<file path="src/rtl/matvec_mult_param.sv">
// Parametrised matrix-vector multiplier: c = A*b with ROWS parallel MAC lanes,
// one column per clock, optional accumulate onto previous results and sticky overflow.
module matvec_mult_param #(
  parameter int ROWS   = 8,
  parameter int COLS   = 8,
  parameter int DW     = 8,
  parameter int ACC_W  = 24,
  parameter int SIGNED = 0
) (
  input  logic                      clk,
  input  logic                      rst,
  input  logic                      clr,
  input  logic                      start,
  input  logic                      accum,
  input  logic [ROWS*COLS*DW-1:0]   a_data,
  input  logic [COLS*DW-1:0]        b_data,
  output logic [ROWS*ACC_W-1:0]     c_out,
  output logic [ROWS-1:0]           ovf,
  output logic                      busy,
  output logic                      done
);

  // state   | meaning
  // S_IDLE  | waiting for start, results held
  // S_RUN   | one MAC column per clock, k = column index
  // S_DONE  | results valid, waiting for next start or clr
  localparam logic [1:0] S_IDLE = 2'd0;
  localparam logic [1:0] S_RUN  = 2'd1;
  localparam logic [1:0] S_DONE = 2'd2;

  localparam int KW = (COLS > 1) ? $clog2(COLS) : 1;
  localparam logic [KW-1:0] K_LAST = KW'(COLS - 1);

  logic [1:0]                 state;
  logic [KW-1:0]              k;
  logic [ROWS*COLS*DW-1:0]    a_q;
  logic [COLS*DW-1:0]         b_q;
  logic [ROWS*ACC_W-1:0]      c_q;
  logic [ROWS-1:0]            ovf_q;
  logic [ROWS*ACC_W-1:0]      c_nxt;
  logic [ROWS-1:0]            ovf_add;
  logic [DW-1:0]              b_k;

  assign b_k = b_q[k*DW +: DW];

  for (genvar r = 0; r < ROWS; r++) begin : g_lane
    logic [DW-1:0]    a_rk;
    logic [2*DW-1:0]  prod;
    logic [ACC_W-1:0] ext;
    logic [ACC_W-1:0] acc;
    logic [ACC_W-1:0] sum;

    assign a_rk = a_q[(r*COLS + k)*DW +: DW];
    assign acc  = c_q[r*ACC_W +: ACC_W];
    assign sum  = acc + ext;
    assign c_nxt[r*ACC_W +: ACC_W] = sum;

    if (SIGNED != 0) begin : g_signed
      assign prod = $signed({{DW{a_rk[DW-1]}}, a_rk}) * $signed({{DW{b_k[DW-1]}}, b_k});
      assign ext  = ACC_W'($signed(prod));
      assign ovf_add[r] = (acc[ACC_W-1] == ext[ACC_W-1]) && (sum[ACC_W-1] != acc[ACC_W-1]);
    end else begin : g_unsigned
      assign prod = {{DW{1'b0}}, a_rk} * {{DW{1'b0}}, b_k};
      assign ext  = ACC_W'(prod);
      // a wrapped unsigned sum is smaller than either addend exactly when it carried out
      assign ovf_add[r] = (sum < acc);
    end
  end

  always_ff @(posedge clk or posedge rst) begin
    if (rst) begin
      state <= S_IDLE;
      k     <= '0;
      a_q   <= '0;
      b_q   <= '0;
      c_q   <= '0;
      ovf_q <= '0;
    end else if (clr) begin
      state <= S_IDLE;
      k     <= '0;
      c_q   <= '0;
      ovf_q <= '0;
    end else begin
      case (state)
        S_RUN: begin
          c_q   <= c_nxt;
          ovf_q <= ovf_q | ovf_add;
          k     <= k + 1'b1;
          if (k == K_LAST) state <= S_DONE;
        end
        default: begin
          if (start) begin
            state <= S_RUN;
            k     <= '0;
            a_q   <= a_data;
            b_q   <= b_data;
            if (!accum) begin
              c_q   <= '0;
              ovf_q <= '0;
            end
          end
        end
      endcase
    end
  end

  assign c_out = c_q;
  assign ovf   = ovf_q;
  assign busy  = (state == S_RUN);
  assign done  = (state == S_DONE);

endmodule

</file>
<file path="config.mk">
export PLATFORM = sky130hd
export DESIGN_NAME = matvec_mult_param
export DESIGN_NICKNAME = d
export VERILOG_FILES = /design/src/rtl/matvec_mult_param.sv
export SDC_FILE = /design/constraint.sdc
export NUM_CORES = 2
export LEC_CHECK = 0
export CAP_MARGIN = 40
export CORE_ASPECT_RATIO = 0.75
export CORE_UTILIZATION = 57
export CTS_CLUSTER_DIAMETER = 40
export DETAILED_ROUTE_END_ITERATION = 12
export GPL_TIMING_DRIVEN = 0
export PLACE_DENSITY = 0.82
export SLEW_MARGIN = 20
export SYNTH_ARGS = -nofsm -noshare
export SYNTH_HDL_FRONTEND = slang
export SYNTH_SLANG_ARGS = --single-unit
</file>
<file path="constraint.sdc">
create_clock -name clk -period 34.5 [get_ports clk]
set_input_delay 5.175 -clock clk [delete_from_list [all_inputs] [get_ports clk]]
set_output_delay 5.175 -clock clk [all_outputs]
set_load 0.01 [all_outputs]
</file>
; Yosys cells after proc, flatten, opt, wreduce, memory -nomap -nowiden
; Cells that the tools add are included.
[totals]
register_bits = 781
out_inout_bits = 202
wordCells = 74
[op_classes]
add_sub_neg = 16
multipliers = 8
magnitude_cmp = 8
n_eq_ne = 5
shift = 9
n_mux = 15
n_bitwise = 3
reduce_logical = 4
[ops]
columns = op, count
row1 = indexed part select 512 x 11 -> 8 bit, 4
row2 = indexed part select 512 x 10 -> 8 bit, 2
row3 = 2-to-1 mux 192 bit, 4
row4 = indexed part select 512 x 7 -> 8 bit, 1
row5 = indexed part select 512 x 9 -> 8 bit, 1
row6 = adder 24 x 16 -> 24 bit, 8
row7 = less-than comparator 24 bit, 8
row8 = multiplier 8 x 8 -> 16 bit, 8
row9 = indexed part select 64 x 7 -> 8 bit, 1
row10 = 2-to-1 mux 8 bit, 4
row11 = adder 6 x 3 -> 7 bit (first input constant), 4
row12 = adder 5 x 3 -> 6 bit (first input constant), 2
row13 = 2-to-1 mux 3 bit, 3
row14 = 2-to-1 mux 2 bit, 4
row15 = OR 8 bit, 1
row16 = inequality test 3 x 2 -> 1 bit (second input constant), 2
row17 = adder 4 x 3 -> 5 bit (first input constant), 1
row18 = AND reduction 2 bit, 2
row19 = adder 3 x 1 -> 3 bit (second input constant), 1
row20 = equality test 3 bit (second input constant), 1
row21 = AND reduction 3 bit, 1
row22 = nonzero test 3 bit, 1
row23 = equality test 2 x 1 -> 1 bit (second input constant), 1
row24 = equality test 2 bit (second input constant), 1
row25 = NOT 1 bit, 2

; Depth between registers and ports, before layout
[logic_depth]
word_depth = 8
mapped_depth = 35
mapped_depth_nobuf = 32

; Least setup slack after synthesis
; Ideal clock, no wire load.
[synth_timing]
kind = flip-flop to flip-flop
from = register k[0]
to = register ovf_q[5], in the netlist ovf[5]
setup_time_ns = 0.130
arrival_time_ns = 7.379
required_ns = 34.370
setup_slack_ns = 26.991
path_stages_with_launch = 30
n_path_buf = 3
period_less_slack_ns = 7.509
path_cell_list = dfrtp_1 buf_2 buf_2 buf_2 mux4_2 mux2i_1 nor2_1 fa_1 fa_1 fa_1 inv_1 fa_1 inv_1 ha_1 a21o_1 or3_1 o21a_1 a221oi_2 nand2b_1 a21oi_1 xnor2_1 ha_1 nand4_1 or4_1 a21oi_1 a2111oi_0 o31ai_1 o31ai_1 o221ai_1 o21ai_0
[synth_between]
elab_chain_cells = 8
elab_cells_between_ends = 9
classes_between = add/sub (2) / mul (1) / order compare (1) / shift (2) / mux (2) / bitwise (1)
[synth_rtl]
columns = element, line
row1 = "start, declared", 35  ; logic [KW-1:0] k;
row2 = "start signal, assigned", 88  ; k <= k + 1'b1;
row3 = adder 6 x 3 -> 7 bit, 53  ; assign a_rk = a_q[(r*COLS + k)*DW +: DW];
row4 = indexed part select 512 x 11 -> 8 bit, 53
row5 = multiplier 8 x 8 -> 16 bit *, 63  ; assign prod = {{DW{1'b0}}, a_rk} * {{DW{1'b0}}, b_k};
row6 = adder 24 x 16 -> 24 bit *, 55  ; assign sum = acc + ext;
row7 = less-than comparator 24 bit *, 66  ; assign ovf_add[r] = (sum < acc);
row8 = OR 8 bit *, 87  ; ovf_q <= ovf_q | ovf_add;
row9 = 2-to-1 mux 8 bit *, 84  ; case (state)
row10 = 2-to-1 mux 8 bit *, 78  ; end else if (clr) begin
row11 = "end signal, assigned", 87
row12 = "end, declared", 39  ; logic [ROWS-1:0] ovf_q;
; Every way passes the cells marked *; elsewhere a longest branch is shown, timed or not.
; A chain may end at the register's enable or synchronous reset.

; Worst setup path in the final report
[layout_timing]
from = register k[1]
to = register ovf_q[6], in the netlist ovf[6]
; The elaborated chain is that of the path after synthesis.

==> results.md <==
- Result of the run: finished clean
- Area after detailed placement: 69,200 sq um
- Post-route cell area: 73,300 sq um
- Number of hold buffers added after CTS: 0
- H-tree Lvls: 3
- Final hold violation count: 0
- Maximum clock path buffer count: 3
- Yosys warning count: 0
- Type of element launching the critical path: register
- Number of flops mapped to enable cells by yosys: 0
- Layout filler cell count: 6,989
- Data arrival time at the worst-slack endpoint: 10.52 ns
- Worst Path Max Fanout: 10
- GRT Total Usage: 42.3%
- Maximum clock frequency: 0.101 GHz
- Floorplan die width: 371 um
- Via-to-Cell Ratio: 6.06
- Syn-to-layout area delta: 25.7%
- First-pass GRT wire length: 316 mm
- Die Footprint: 104,000 sq um
- Mapped cell area: 58,300 sq um
- Last weighted congestion value of the routability-driven placer: 0.994
- Number of cells traversed by the worst register-to-register path: 32
- Core box area: 101,000 sq um
- Dominant register cell in the synthesized netlist: dfrtp_1
- Ports placed on the boundary: 783
- Synthesized instance count: 5,345
- Starting density of the core: 57.6%
- Dominant cells by area after synthesis: dfrtp_1, fa_1, mux2_2
- Minimum clock period: 9.92 ns
- GRT overflow: 0
- Number of failing setup endpoints in the final timing report: 0
- Detailed Place HPWL: 173 mm
- Largest area contributor in the netlist: dfrtp_1
- Most frequent cells after synthesis: inv_1, dfrtp_1, mux2_2
- Critical setup path kind: register to register
- Share of the yosys chip area belonging to registers: 33.5%
- Post-synthesis sequential element count: 781
- Pre-antenna DRT Iters: 6
- Via count of the first global-routing pass: 48,800
- Worst hold margin: 0.485 ns
- Number of buffers inserted by post-CTS setup repair: 0
- Standard cell with the maximum stage delay on the critical path: clkbuf_1
- Total via count after detailed routing: 47,500
- Highest cell delay on the worst timing path: 0.70 ns
- Final Max Tran Viols: 0
- Distinct cells, synth: 76
- Worst path most repeated cell: fa_1
- Drt drc: 0
- Fin Clk Skew: 0.0714 ns
- Worst slew margin relative to its limit: 34.6%
- Share of post-route cells with drive strength above 1: 18.8%
- Clock tree from TritonCTS: done
- Clock root cell: clkbuf_16
- Average instance area after synthesis: 10.9 sq um
- Class of the tightest hold or removal check: register to register
- Overall routed net length: 218 mm
- Violation count after the first detailed-routing iteration: 4,907
- CP required: 35.10 ns
- Total number of clock tree sinks: 781
- Final critical-path setup slack: 24.58 ns
- Remaining number of nets flagged by the antenna check after routing: 0
- Average detailed-routed wire length per instance: 27.8 um
- Top-count cell post-synth: inv_1
- Endpoint kind of the worst setup timing path: register
- Fin Setup TNS: 0 ns
- Pin count of the biggest net entering global routing: 105
- Unrepaired setup endpoints after global routing: false
- Transition time of the tightest slew-check pin: 0.962 ns
- Clk Latency, worst-skew pair: 0.76 ns
- Number of cells on the worst hold path: 2
- Proportion of register bits with asynchronous set or reset after synthesis: 100%
- Final critical-path share of the clock period: 28.8%
- Port Buf Inserts: 781
- CTS-repair resized insts: 0
- Row count: 101
- Worst setup timing slack at the placement stage: 24.94 ns
- Antenna violations before repair: 94
- Total Nets Final: 7,827
- Top-area cell type share of the netlist area: 33.5%
- Net count after synthesis: 6,824
- Register clock-pin slew on the reported worst setup and hold paths: 0.06 ns
- Vertical die dimension: 279 um
- Number of violations of the max-capacitance limit: 0
- Total CTS buffers: 106
## layer usage
metal | part of all wire, % | GRT usage [%] | up-vias
li1 | - | - | 19900
met3 | 13 | 15.2 | 778
met5 | 0.062 | 0 | -
met1 | 37 | 53.1 | 23900
met4 | 6.9 | 25.3 | 20
met2 | 44 | 62.8 | 2912
## worst max-delay path: cells and delay by family (launching register included)
family | cells | cell delay (ns)
adder cells (fa/ha/maj) | 6 | 2.59
AO/OA/AOI/OAI | 12 | 2.72
multiplexers | 2 | 1.06
flip-flops | 1 | 0.36
buffers and inverters | 7 | 2.42
XOR/XNOR | 1 | 0.11
AND/OR/NAND/NOR | 4 | 0.51
## state kept, by name, summed over array words and instances (netlist names)
register  cells
ovf           8
k             3
b_q          64
a_q         512
state         2
c_out       192
## logic make-up after synthesis
logic type | share of synthesized area (%)
buf+inv | 7.09
simple gates | 7.80
fa+ha+maj | 24.5
mux | 18.5
flops | 33.5
compound gates | 6.81
xor+xnor | 1.73
## per-stage QoR
stage / utilization, % / std cells
2_1_floorplan: - / 5345
3_3_place_gp: 67.0 / 7465
3_5_place_dp: 68.4 / 7568
4_1_cts: 72.1 / 7765
5_1_grt: 72.4 / 7844
6_report: 72.4 / 7851
## path summary, 6_finish.rpt
path,start,end,slack (ns)
worst max-delay path,k[1]$_DFFE_PP0P_,ovf[6]$_DFFE_PP0P_,24.58
worst min-delay path,ovf[0]$_DFFE_PP0P_,ovf[0]$_DFFE_PP0P_,0.49
worst max register to register,k[1]$_DFFE_PP0P_,ovf[6]$_DFFE_PP0P_,24.58
worst min register to register,ovf[0]$_DFFE_PP0P_,ovf[0]$_DFFE_PP0P_,0.49
max in group asynchronous,rst,c_out[22]$_DFFE_PP0P_,27.41
min in group asynchronous,rst,a_q[268]$_DFFE_PP0P_,4.86
## layout make-up
class                      count  area, sq um  area share [%]
tap                         1339         1680            2.29
clock buffer                 131         2850            3.89
sequential                   781        19500            26.7
timing repair buffer         895         9250            12.6
antenna                       75          188           0.256
clock inverter                66          903            1.23
inverter                     889         3340            4.56
multi-input combinational   3470        34700            47.4
buffer                       205          818            1.12
## layout by cell type, fill, tap and decap left out, drive strengths merged, types with 8 or more instances in the layout
| master | instances |
|---|---|
| mux2i | 74 |
| o31ai | 17 |
| a211oi | 23 |
| diode | 75 |
| o21bai | 10 |
| xnor2 | 89 |
| nor2 | 401 |
| a31oi | 13 |
| o21ai | 232 |
| clkdlybuf4s50 | 781 |
| a22o | 24 |
| nand4 | 20 |
| o21a | 37 |
| o22ai | 32 |
| bufinv | 10 |
| xor2 | 26 |
| clkbuf | 301 |
| inv | 914 |
| ha | 490 |
| buf | 149 |
| nor2b | 45 |
| nand2b | 52 |
| nand3 | 25 |
| a2111oi | 8 |
| or3 | 11 |
| or2 | 100 |
| clkinv | 24 |
| mux2 | 605 |
| fa | 408 |
| nor3 | 29 |
| a21o | 49 |
| dfrtp | 781 |
| nand2 | 274 |
| a21oi | 124 |
| o211ai | 12 |
| and3 | 19 |
| mux4 | 144 |
Power is left out: the tool's default activity adds up to more than one toggle a clock period on the data nets, which glitch-free logic cannot reach.
